==> config.mk <==
export PLATFORM = sky130hd
export DESIGN_NAME = fetch_unit_flat
export DESIGN_NICKNAME = d
export VERILOG_FILES = /design/src/rtl/fetch_unit_pkg.sv /design/src/rtl/fetch_unit_if.sv /design/src/rtl/fetch_unit_fifo.sv /design/src/rtl/fetch_unit.sv /design/src/flat_wrapper.sv
export SDC_FILE = /design/constraint.sdc
export NUM_CORES = 1
export LEC_CHECK = 0
export CAP_MARGIN = 20
export CORE_MARGIN = 8
export CORE_UTILIZATION = 45
export DETAILED_ROUTE_END_ITERATION = 10
export HOLD_SLACK_MARGIN = 0.06
export PLACE_DENSITY_LB_ADDON = 0.1
export SLEW_MARGIN = 20
export SYNTH_ARGS = -nofsm -noshare
export SYNTH_HDL_FRONTEND = slang
export SYNTH_SLANG_ARGS = --single-unit
==> constraint.sdc <==
create_clock -name clk -period 8.8 [get_ports clk]
set_input_delay 1.32 -clock clk [delete_from_list [all_inputs] [get_ports clk]]
set_output_delay 1.32 -clock clk [all_outputs]
set_load 0.01 [all_outputs]
==> src/rtl/fetch_unit_pkg.sv <==
// ---------------------------------------------------------------------------
// fetch_unit_pkg
// Shared CPU-side definitions for the instruction fetch stage: data widths,
// the default reset PC, the word-alignment constant and the packed entry
// format stored in the fetch output buffer.
// No ports (package).
// ---------------------------------------------------------------------------
package fetch_unit_pkg;

  localparam int INST_W = 32;
  localparam int PC_W   = 32;

  localparam logic [PC_W-1:0] RESET_PC_DEFAULT = 32'h0000_0000;

  // Low PC bits of every instruction address; fetch is always word aligned.
  localparam logic [1:0] WORD_ALIGN = 2'b00;

  localparam int ENTRY_W = PC_W + INST_W;

  // One decoded-ready instruction: PC in the upper half, word in the lower.
  typedef struct packed {
    logic [PC_W-1:0]   pc;
    logic [INST_W-1:0] inst;
  } fetch_entry_t;

  // Forces a byte address onto a word boundary.
  function automatic logic [PC_W-1:0] align_pc(input logic [PC_W-1:0] pc);
    return {pc[PC_W-1:2], WORD_ALIGN};
  endfunction

endpackage

==> src/rtl/fetch_unit_if.sv <==
// ---------------------------------------------------------------------------
// fetch_unit_if
// Bundles the fetch stage's external buses:
//   redirect / redirect_pc          : PC change request from execute
//   imem_en / imem_addr / imem_rdata : instruction BRAM read port
//   out_valid / out_ready / out_inst / out_pc : valid/ready channel to decode
// modport master : the fetch unit side
// modport slave  : the surrounding pipeline / memory side
// ---------------------------------------------------------------------------
interface fetch_unit_if;
  import fetch_unit_pkg::*;

  logic              redirect;
  logic [PC_W-1:0]   redirect_pc;

  logic              imem_en;
  logic [PC_W-1:0]   imem_addr;
  logic [INST_W-1:0] imem_rdata;

  logic              out_valid;
  logic              out_ready;
  logic [INST_W-1:0] out_inst;
  logic [PC_W-1:0]   out_pc;

  modport master (
    input  redirect, redirect_pc, imem_rdata, out_ready,
    output imem_en, imem_addr, out_valid, out_inst, out_pc
  );

  modport slave (
    output redirect, redirect_pc, imem_rdata, out_ready,
    input  imem_en, imem_addr, out_valid, out_inst, out_pc
  );

endinterface

==> src/rtl/fetch_unit_fifo.sv <==
// ---------------------------------------------------------------------------
// fetch_fifo
// Small synchronous in-order FIFO holding {pc, inst} entries between the
// instruction memory return path and decode.
// Ports:
//   clk, rst (async, active high)
//   push / wdata  : write an entry at the end of the cycle
//   pop           : drop the head entry at the end of the cycle
//   flush         : discard every entry (wins over push and pop)
//   rdata         : current head entry
//   count / empty / full : occupancy status
// Push and pop may occur together at any occupancy.
// ---------------------------------------------------------------------------
module fetch_fifo #(
  parameter  int WIDTH = 64,
  parameter  int DEPTH = 3,
  localparam int CNT_W = $clog2(DEPTH + 1)
) (
  input  logic             clk,
  input  logic             rst,
  input  logic             push,
  input  logic             pop,
  input  logic             flush,
  input  logic [WIDTH-1:0] wdata,
  output logic [WIDTH-1:0] rdata,
  output logic [CNT_W-1:0] count,
  output logic             empty,
  output logic             full
);

  localparam int PTR_W = (DEPTH > 1) ? $clog2(DEPTH) : 1;

  logic [WIDTH-1:0] mem [DEPTH];
  logic [PTR_W-1:0] rd_ptr;
  logic [PTR_W-1:0] wr_ptr;
  logic             do_push;
  logic             do_pop;

  // Pointers wrap explicitly because DEPTH need not be a power of two.
  function automatic logic [PTR_W-1:0] ptr_next(input logic [PTR_W-1:0] p);
    return (p == PTR_W'(DEPTH - 1)) ? '0 : p + 1'b1;
  endfunction

  // Status flags and the qualified push/pop strobes. A push into a full
  // buffer is only accepted when the head leaves in the same cycle, so the
  // full-and-simultaneous case still works without ever overwriting data.
  always_comb begin
    empty   = (count == '0);
    full    = (count == CNT_W'(DEPTH));
    do_pop  = pop & ~empty;
    do_push = push & (~full | do_pop);
    rdata   = mem[rd_ptr];
  end

  // Pointer and occupancy bookkeeping. Flush resets everything to the empty
  // state, dropping any entry that was being written in the same cycle.
  always_ff @(posedge clk or posedge rst) begin
    if (rst) begin
      rd_ptr <= '0;
      wr_ptr <= '0;
      count  <= '0;
    end else if (flush) begin
      rd_ptr <= '0;
      wr_ptr <= '0;
      count  <= '0;
    end else begin
      if (do_push) wr_ptr <= ptr_next(wr_ptr);
      if (do_pop)  rd_ptr <= ptr_next(rd_ptr);
      case ({do_push, do_pop})
        2'b10:   count <= count + 1'b1;
        2'b01:   count <= count - 1'b1;
        default: count <= count;
      endcase
    end
  end

  // Storage array; contents need no reset since occupancy gates visibility.
  always_ff @(posedge clk) begin
    if (do_push && !flush) mem[wr_ptr] <= wdata;
  end

endmodule

==> src/rtl/fetch_unit.sv <==
// ---------------------------------------------------------------------------
// fetch_unit
// Instruction fetch stage. Owns the fetch PC, issues word reads to the
// instruction BRAM, tracks reads in flight for IMEM_LATENCY cycles and
// buffers returned {pc, inst} pairs for decode. Redirects from execute
// discard everything fetched down the old path.
// Ports:
//   clk, rst (async, active high)
//   bus (fetch_unit_if.master):
//     redirect, redirect_pc      : PC change request (low two bits ignored)
//     imem_en, imem_addr         : read strobe and word address
//     imem_rdata                 : read data, IMEM_LATENCY cycles after issue
//     out_valid, out_ready       : handshake to decode
//     out_inst, out_pc           : head instruction and its byte PC
// ---------------------------------------------------------------------------
module fetch_unit
  import fetch_unit_pkg::*;
#(
  parameter logic [PC_W-1:0] RESET_PC     = RESET_PC_DEFAULT,
  parameter int              IMEM_LATENCY = 1,
  parameter int              DEPTH        = IMEM_LATENCY + 2
) (
  input logic          clk,
  input logic          rst,
  fetch_unit_if.master bus
);

  localparam int CNT_W = $clog2(DEPTH + 1);
  localparam int SUM_W = CNT_W + 1;

  logic [PC_W-1:0]  fpc;
  logic [IMEM_LATENCY-1:0] fl_valid;
  logic [PC_W-1:0]  fl_pc [IMEM_LATENCY];

  logic [CNT_W-1:0] inflight_cnt;
  logic [CNT_W-1:0] buf_cnt;
  logic             buf_empty;
  logic             buf_full;
  logic             issue;
  logic             push;
  logic             pop;
  fetch_entry_t     wr_entry;
  fetch_entry_t     head;

  // Credit check: a read may only go out if the buffer is guaranteed to have
  // room for it when it returns, counting everything already in flight and
  // everything already buffered at the start of the cycle. A pop in the same
  // cycle earns no credit. The full test is implied by the credit check and
  // only acts as a guard. Redirect cycles never issue; reset blocks issue
  // combinationally so imem_en drops as soon as rst rises.
  always_comb begin
    inflight_cnt = '0;
    for (int i = 0; i < IMEM_LATENCY; i++) begin
      inflight_cnt = inflight_cnt + CNT_W'(fl_valid[i]);
    end
    issue = !rst && !bus.redirect && !buf_full &&
            ((SUM_W'(inflight_cnt) + SUM_W'(buf_cnt)) < SUM_W'(DEPTH));
  end

  // Memory side of the handshake plus the buffer write/pop strobes. A
  // response landing in a redirect cycle belongs to the old path and is
  // dropped; the decode handshake in that same cycle still completes.
  always_comb begin
    bus.imem_en   = issue;
    bus.imem_addr = align_pc(fpc);
    push          = fl_valid[IMEM_LATENCY-1] && !bus.redirect;
    pop           = bus.out_valid && bus.out_ready;
    wr_entry.pc   = fl_pc[IMEM_LATENCY-1];
    wr_entry.inst = bus.imem_rdata;
  end

  // Architectural fetch PC. A redirect takes the new target (word aligned);
  // otherwise each issued read advances by one word, wrapping at 2^32.
  always_ff @(posedge clk or posedge rst) begin
    if (rst) begin
      fpc <= RESET_PC;
    end else if (bus.redirect) begin
      fpc <= align_pc(bus.redirect_pc);
    end else if (issue) begin
      fpc <= fpc + PC_W'(4);
    end
  end

  // Valid bits of the in-flight shift register: one stage per cycle of
  // memory latency, so the tail stage lines up with imem_rdata. A redirect
  // kills every outstanding read.
  always_ff @(posedge clk or posedge rst) begin
    if (rst) begin
      fl_valid <= '0;
    end else if (bus.redirect) begin
      fl_valid <= '0;
    end else begin
      fl_valid[0] <= issue;
      for (int i = 1; i < IMEM_LATENCY; i++) begin
        fl_valid[i] <= fl_valid[i-1];
      end
    end
  end

  // PC tags travelling alongside the valid bits; qualified by fl_valid so
  // they need no reset.
  always_ff @(posedge clk) begin
    fl_pc[0] <= fpc;
    for (int i = 1; i < IMEM_LATENCY; i++) begin
      fl_pc[i] <= fl_pc[i-1];
    end
  end

  fetch_fifo #(
    .WIDTH (ENTRY_W),
    .DEPTH (DEPTH)
  ) u_fifo (
    .clk   (clk),
    .rst   (rst),
    .push  (push),
    .pop   (pop),
    .flush (bus.redirect),
    .wdata (wr_entry),
    .rdata (head),
    .count (buf_cnt),
    .empty (buf_empty),
    .full  (buf_full)
  );

  // Decode always sees the buffer head; empty buffer means nothing valid.
  always_comb begin
    bus.out_valid = !buf_empty;
    bus.out_inst  = head.inst;
    bus.out_pc    = head.pc;
  end

endmodule

==> src/flat_wrapper.sv <==
// flat-port wrapper written by rule: the top's interface ports become plain ports
module fetch_unit_flat import fetch_unit_pkg::*;
#(
  parameter logic [PC_W-1:0] RESET_PC     = RESET_PC_DEFAULT,
  parameter int              IMEM_LATENCY = 1,
  parameter int              DEPTH        = IMEM_LATENCY + 2
)
  (clk, rst, bus_redirect, bus_redirect_pc, bus_imem_rdata, bus_out_ready, bus_imem_en, bus_imem_addr, bus_out_valid, bus_out_inst, bus_out_pc);
  fetch_unit_if bus_i ();
  input logic clk;
  input logic rst;
  input wire logic [$bits(bus_i.redirect)-1:0] bus_redirect;
  input wire logic [$bits(bus_i.redirect_pc)-1:0] bus_redirect_pc;
  input wire logic [$bits(bus_i.imem_rdata)-1:0] bus_imem_rdata;
  input wire logic [$bits(bus_i.out_ready)-1:0] bus_out_ready;
  output wire logic [$bits(bus_i.imem_en)-1:0] bus_imem_en;
  output wire logic [$bits(bus_i.imem_addr)-1:0] bus_imem_addr;
  output wire logic [$bits(bus_i.out_valid)-1:0] bus_out_valid;
  output wire logic [$bits(bus_i.out_inst)-1:0] bus_out_inst;
  output wire logic [$bits(bus_i.out_pc)-1:0] bus_out_pc;
  assign bus_i.redirect = bus_redirect;
  assign bus_i.redirect_pc = bus_redirect_pc;
  assign bus_i.imem_rdata = bus_imem_rdata;
  assign bus_i.out_ready = bus_out_ready;
  assign bus_imem_en = bus_i.imem_en;
  assign bus_imem_addr = bus_i.imem_addr;
  assign bus_out_valid = bus_i.out_valid;
  assign bus_out_inst = bus_i.out_inst;
  assign bus_out_pc = bus_i.out_pc;
  fetch_unit #(.RESET_PC(RESET_PC), .IMEM_LATENCY(IMEM_LATENCY), .DEPTH(DEPTH)) u_core (.clk(clk), .rst(rst), .bus(bus_i));
endmodule
Word level (Yosys, flattened, before mapping)
Memory sizes are Yosys's and may differ from the RTL's.
Index checks and enable logic that the tools add are counted.
{"block": "classes", "bitwise": 5, "reduce_logical": 15, "addsub": 6, "n_eq_ne": 5, "order_cmp": 1, "muxes": 13}
{"operator": "32-bit 2-to-1 mux", "count": 2}
{"operator": "32-bit by 3-bit adder with 32-bit output, second input constant", "count": 1}
{"operator": "2-bit 2-to-1 mux", "count": 7}
{"operator": "2-bit == test, second input constant", "count": 4}
{"operator": "2-bit by 1-bit adder with 2-bit output, second input constant", "count": 3}
{"operator": "1-bit logical AND", "count": 6}
{"operator": "2-bit nonzero test", "count": 3}
{"operator": "1-bit logical NOT", "count": 4}
{"operator": "2-bit one-hot mux with 2 select lines", "count": 1}
{"operator": "1-bit by 2-bit adder with 3-bit output", "count": 1}
{"operator": "3-bit by 2-bit less-than comparator with 1-bit output, second input constant", "count": 1}
{"operator": "1-bit 2-to-1 mux", "count": 3}
{"operator": "3-bit nonzero test", "count": 1}
{"operator": "1-bit bitwise AND", "count": 2}
{"operator": "2-bit by 1-bit == test with 1-bit output, second input constant", "count": 1}
{"operator": "2-bit logical NOT", "count": 1}
{"operator": "1-bit inverter", "count": 2}
{"operator": "2-bit by 1-bit subtractor with 2-bit output, second input constant", "count": 1}
{"operator": "1-bit bitwise OR", "count": 1}
{"block": "totals", "out_inout_bits": 98, "register_bits": 39, "wordCells": 52, "in_bits": 68, "mem_count": 2, "ramBits": 224}
{"memory": "u_core.u_fifo.mem", "words": 3, "word_bits": 64, "read_ports": 1, "rd_ports_with_merged_regs": 0, "wr": 1, "line_no": "fetch_unit_fifo.sv:33", "text": "logic [WIDTH-1:0] mem [DEPTH];"}
{"memory": "u_core.fl_pc", "words": 1, "word_bits": 32, "read_ports": 1, "rd_ports_with_merged_regs": 0, "wr": 1, "line_no": "fetch_unit.sv:33", "text": "logic [PC_W-1:0] fl_pc [IMEM_LATENCY];"}

Longest topological paths before layout
{"block": "logic_depth", "word_depth": 9, "mapped_depth": 8, "depth_no_buf": 7}

Modules after synthesis
Synthesis repeated with hierarchy kept, for this count alone.
{"block": "unflattened", "hier_cells": 698, "area_unflattened_um2": 10063.4}
{"module": "fetch_fifo", "cells_each": 446, "area_each_um2": 7452.1, "instances": 1, "seq_area_each_um2": 5915.7}
{"module": "fetch_unit", "cells_each": 252, "area_each_um2": 2611.3, "instances": 1, "seq_area_each_um2": 1376.3}

Worst setup path before layout
Ideal clock, no wire load.
{"block": "synth_timing", "kind": "input port to flip-flop", "startpoint": "input port bus_redirect", "endpoint": "memory u_core.u_fifo.mem[1][0], enable pin", "path_buffers": 2, "stages": 3, "path_slack_ps": 26, "arrival_ps": 8117, "setup_time_ps": 657, "required_ps": 8143, "path_cell_list": "clkbuf_1 clkbuf_1 nor4b_1"}
{"block": "synth_between", "elab_chain_len": 6}
{"element": "from (decl)", "line_no": "flat_wrapper.sv:12", "text": "input wire logic [$bits(bus_i.redirect)-1:0] bus_redirect;"}
{"element": "1-bit logical NOT (*)", "line_no": "fetch_unit_fifo.sv:79, fetch_unit.sv:66"}
{"element": "1-bit logical AND", "line_no": "fetch_unit.sv:66", "text": "push = fl_valid[IMEM_LATENCY-1] && !bus.redirect;"}
{"element": "1-bit bitwise AND", "line_no": "fetch_unit_fifo.sv:51", "text": "do_push = push & (~full | do_pop);"}
{"element": "1-bit logical AND (*)", "line_no": "fetch_unit_fifo.sv:79", "text": "if (do_push && !flush) mem[wr_ptr] <= wdata;"}
{"element": "1-bit 2-to-1 mux (*)", "line_no": "fetch_unit_fifo.sv:79"}
{"element": "1-bit 2-to-1 mux (not written as such) (*)", "line_no": "fetch_unit_fifo.sv:79"}
{"element": "to (decl)", "line_no": "fetch_unit_fifo.sv:33"}
Mark *: on every way between the ends. The rest lies on a longest branch, timed or not.

Final worst setup path
{"block": "layout_timing", "startpoint": "input port rst", "endpoint": "output port bus_imem_en"}
{"block": "layout_between", "elab_chain_len": 4}
{"element": "from (decl)", "line_no": "flat_wrapper.sv:11", "text": "input logic rst;"}
{"element": "1-bit logical NOT", "line_no": "fetch_unit.sv:56", "text": "issue = !rst && !bus.redirect && !buf_full &&"}
{"element": "1-bit logical AND (3 in a row)", "line_no": "fetch_unit.sv:56"}
{"element": "to (decl)", "line_no": "flat_wrapper.sv:16", "text": "output wire logic [$bits(bus_i.imem_en)-1:0] bus_imem_en;"}
Every way passes these cells.

==> impl_metrics.ini <==
[status]
run_status = finished, final reports clean

[floorplan]
floorplan.io_pins = 166
die_height_um = 162.6
core_area_mm2 = 0.02109
num_rows = 53
die_w_um = 162.6
floorplan.initialDensity = 0.4585
die-area_mm2 = 0.02643

[sta]
final_hold_viol_count = 0
fmaxAchievable_mhz = 231.0
final_min_period_over_clock_period = 0.4920
finalSetupViolCount = 0
tns_ns = 0
post-route-min-period_ns = 4.330
maxSlewHeadroom = 0.3229
unrepaired_setup_endpoints_after_global_routing = no
actual_transition_at_the_worst_max_transition_pin_ns = 1.016
worst_clock_skew_ns = 0.007627
hold-worst-slack_ns = 0.4245
timing.final.max_slew_violations = 0

[logic_synthesis]
yosys.area_share.simple = 0.09551
netlist_area_mm2 = 0.009668
synth.area.mux_share = 0.06523
synth.ff_latch_count = 253
synth_compound_gate_area_share = 0.05876
sequential_area_share_after_synthesis = 0.7356
synth_area_per_cell_um2 = 14.32
synthesized_instance_count = 675
yosys_synthesis_warning_count = 0
main_combinational_cell_family_by_area_after_synthesis = simple AND/OR/NAND/NOR gates
synthAdderAreaFrac = 0.003882
post_synth_num_cell_types = 47
async_flop_share = 0.1462
synth-edff-count = 186
post_synth_xor_area_fraction = 0.02265
synth_ff_type = sky130_fd_sc_hd__edfxtp_1

[setup_path]
crit_path_cell_trace = clkdlybuf4s50_1 > a211o_4 > nor3_1 > clkdlybuf4s50_1
cp.arrival_ns = 3.01
r2r.worst_path.cells = 7
critical_path.startpoint_type = input port
regToRegEndpoint = u_core.fpc[30]
critical-path-top-cell-by-count = sky130_fd_sc_hd__clkdlybuf4s50_1
cp_slowest_stage_delay_ns = 0.60
worstSetupPathType = input port to output pin
required_ns = 7.48
crit_path_max_fanout = 6
timing.critical_path.slowest_stage_cell = sky130_fd_sc_hd__clkdlybuf4s50_1
rrSetupSlack_ns = 6.04
path_delay_family = buffers and inverters
timing.critical_path.to_type = output pin
worst-path-buf-inv = 2
critical_path.reg2reg.startpoint = u_core.u_fifo.count[0]

[run]
max-cap-violations = 0

[layout]
nets = 910
layout.area.seq_mm2 = 0.007119
area_delta_synth_final_pct = 28.25
multi_input_comb_area_mm2 = 0.002412
antenna-diode-count = 0
filler_cell_count = 1652
drive_above_1_share = 0.08265

[clock_tree]
cts_max_level = 1
clock_latency_ns = 0.51
cts_sinks = 253
ctsRootBufferMaster = sky130_fd_sc_hd__clkbuf_16
clock_path_buffers = 3
post_cts_hold_buffer_count = 0
cts_tree = built
postCtsResizedCells = 0
cts_post_setup_buffers_inserted = 0
worst_setup_hold_path_clk_slew_ns = 0.06
numCtsBuffers = 26

[hold_path]
whs_endpoint = u_core.fl_pc[0][31]
hp-class = register to register
whs_path_depth = 0
hold_path.startpoint = u_core.fpc[31]

[routing]
route.detailed.drc = 0
via_per_inst = 5.134
drt_wl_total_um = 20580
routed_wire_length_per_instance_um = 18.14
ant_nets = 0
detailroute.via_count = 5822
detailedRoute.firstIterationViolations = 325
drt_pre_antenna_iters = 6

[global_route]
grt_pass1_vias = 6055
grt_antenna_before_repair = 0
gr-max-usage-layer = met2
globalRouteMet1Util = 0.1895
grt-ovfl-total = 0
grt_util_met2 = 0.2623
grt_pass1_wl_um = 32200
global_route.usage.met3 = 0.03817
largest_net_degree_at_the_start_of_global_routing = 128
grt_use_total = 0.1532

[power]
intPower_mw = 2.065
p_comb_frac = 0.076
switching_share = 0.2138
power_mw = 2.626
max-vdd-ir-drop_uv = 120.7
share_seq_of_total_power = 0.522
power.switching_mw = 0.5615
powerDensity_mw_per_mm2 = 211.8
proportion_of_power_drawn_by_the_clock_network = 0.402
static-leakage-power_nw = 4.121

[placement]
gp_congestion = 0.8100
buffer_ports.inserted = 159
detailedPlacementHpwl_um = 13180
## per-stage QoR
step / utilization / setup WS, ns / instances / instance area, µm²
3_5_place_dp: 0.5471 / 4.486 / 1085 / 11540
5_1_grt: 0.5880 / 4.326 / 1134 / 12400
4_1_cts: 0.5870 / 4.440 / 1133 / 12380
6_report: 0.5880 / 4.470 / 1134 / 12400
2_1_floorplan: - / 0.02599 / 678 / 9679
3_3_place_gp: 0.5471 / 4.443 / 1085 / 11540
## worst max path at each step
stage | from | to | slack, ns | cells past startpoint
floorplan | bus_redirect | u_core.u_fifo.mem[1][0] | 0.03 | 3
global placement | rst | bus_imem_en | 4.44 | 4
detailed placement | rst | bus_imem_en | 4.49 | 4
CTS | u_core.u_fifo.rd_ptr[0] | bus_out_pc[2] | 4.44 | 4
global route | u_core.u_fifo.rd_ptr[0] | bus_out_pc[26] | 4.33 | 4
finish | rst | bus_imem_en | 4.47 | 4
## logic make-up after synthesis
family                     after synthesis
other                                    1
and+or+nand+nor                        186
buffers and inverters                   38
muxes                                   63
DFF                                    253
AOI/OAI and AO/OA                      106
xor gates and xnor gates                25
adders and majority gates                3
## cells in the mapped netlist, types with 2 or more instances
cell type / count / share of area
sky130_fd_sc_hd__nor4_1: 2 / 0.0013
sky130_fd_sc_hd__clkbuf_1: 24 / 0.0093
sky130_fd_sc_hd__buf_4: 4 / 0.0031
sky130_fd_sc_hd__and2_1: 2 / 0.0013
sky130_fd_sc_hd__a21oi_1: 6 / 0.0031
sky130_fd_sc_hd__nor4_2: 3 / 0.0039
sky130_fd_sc_hd__nor3b_1: 2 / 0.0016
sky130_fd_sc_hd__nor4b_1: 2 / 0.0018
sky130_fd_sc_hd__and3_1: 4 / 0.0026
sky130_fd_sc_hd__dfrtp_1: 37 / 0.096
sky130_fd_sc_hd__xnor2_1: 19 / 0.017
sky130_fd_sc_hd__o21ai_1: 8 / 0.0041
sky130_fd_sc_hd__nand3_1: 11 / 0.0057
sky130_fd_sc_hd__nor3_2: 2 / 0.0021
sky130_fd_sc_hd__or3_1: 2 / 0.0013
sky130_fd_sc_hd__ha_1: 3 / 0.0039
sky130_fd_sc_hd__and4_1: 5 / 0.0045
sky130_fd_sc_hd__nand4_1: 8 / 0.0052
sky130_fd_sc_hd__nor3_1: 11 / 0.0057
sky130_fd_sc_hd__dfxtp_1: 30 / 0.062
sky130_fd_sc_hd__nor2b_1: 5 / 0.0032
sky130_fd_sc_hd__buf_1: 5 / 0.0019
sky130_fd_sc_hd__nand2b_1: 3 / 0.0019
sky130_fd_sc_hd__xor2_1: 6 / 0.0054
sky130_fd_sc_hd__inv_1: 2 / 0.00078
sky130_fd_sc_hd__mux2i_1: 63 / 0.065
sky130_fd_sc_hd__nand2_1: 107 / 0.042
sky130_fd_sc_hd__edfxtp_1: 186 / 0.58
sky130_fd_sc_hd__buf_6: 2 / 0.0023
sky130_fd_sc_hd__o21ai_0: 84 / 0.043
sky130_fd_sc_hd__nor2_1: 11 / 0.0043
## metal layers
| layer | share of wire | wire length, µm |
|---|---|---|
| met1 | 0.42 | 8730 |
| met5 | 0 | 0 |
| met4 | 0.016 | 337 |
| met2 | 0.49 | 10110 |
| met3 | 0.068 | 1393 |
## registers in the layout, indices dropped and copies added, names as in the netlist
register,cells
u_core.u_fifo.mem,186
u_core.fl_pc,30
u_core.fpc,30
u_core.u_fifo.count,2
u_core.u_fifo.wr_ptr,2
u_core.fl_valid,1
u_core.u_fifo.rd_ptr,2
## power groups by stage
| stage | sequential, mW | combinational, mW | clock, mW |
|---|---|---|---|
| after global placement | 1.39 | 0.197 | 0 |
| after CTS | 1.37 | 0.202 | 1.08 |
| after global routing | 1.38 | 0.216 | 1.13 |
| final | 1.37 | 0.198 | 1.06 |
| after detailed placement | 1.40 | 0.201 | 0 |
| after floorplan | 1.39 | 0.0820 | 0 |
## layout by cell type (no fill, tap or decap), types with 3 or more instances in the layout
| master | Yosys | routed |
|---|---|---|
| sky130_fd_sc_hd__and4_1 | 5 | 5 |
| sky130_fd_sc_hd__nor2b_1 | 5 | 5 |
| sky130_fd_sc_hd__ha_1 | 3 | 3 |
| sky130_fd_sc_hd__o21ai_1 | 8 | 8 |
| sky130_fd_sc_hd__xor2_1 | 6 | 6 |
| sky130_fd_sc_hd__o21ai_0 | 84 | 84 |
| sky130_fd_sc_hd__clkbuf_1 | 24 | 5 |
| sky130_fd_sc_hd__a21oi_1 | 6 | 6 |
| sky130_fd_sc_hd__conb_1 | 1 | 4 |
| sky130_fd_sc_hd__buf_4 | 4 | 9 |
| sky130_fd_sc_hd__nor3_1 | 11 | 11 |
| sky130_fd_sc_hd__nor4_2 | 3 | 4 |
| sky130_fd_sc_hd__clkdlybuf4s50_1 | 0 | 158 |
| sky130_fd_sc_hd__dfrtp_1 | 37 | 35 |
| sky130_fd_sc_hd__edfxtp_1 | 186 | 186 |
| sky130_fd_sc_hd__nor2_1 | 11 | 11 |
| sky130_fd_sc_hd__clkinv_2 | 0 | 8 |
| sky130_fd_sc_hd__nand3_1 | 11 | 11 |
| sky130_fd_sc_hd__and3_1 | 4 | 4 |
| sky130_fd_sc_hd__clkbuf_8 | 0 | 4 |
| sky130_fd_sc_hd__mux2i_1 | 63 | 63 |
| sky130_fd_sc_hd__nand4_1 | 8 | 8 |
| sky130_fd_sc_hd__nand2b_1 | 3 | 3 |
| sky130_fd_sc_hd__clkbuf_16 | 0 | 27 |
| sky130_fd_sc_hd__dfxtp_1 | 30 | 30 |
| sky130_fd_sc_hd__xnor2_1 | 19 | 19 |
| sky130_fd_sc_hd__nand2_1 | 107 | 107 |
## cell type report
cell class                 count  area share
tap                          275     0.02775
timing repair buffer         169      0.1350
clock buffer                  36     0.06044
clock inverter                12    0.007467
sequential                   253      0.5742
multi-input combinational    387      0.1946
inverter                       2   0.0006054
## worst reg2reg max path, delay by kind of cell (launching register included)
kind,cells,cell delay (ns)
simple gates,2,0.95
fa+ha+maj,2,0.54
compound gates,2,0.50
flops,1,0.48
xor+xnor,1,0.15
No activity file was read; power rests on OpenSTA's default activity.
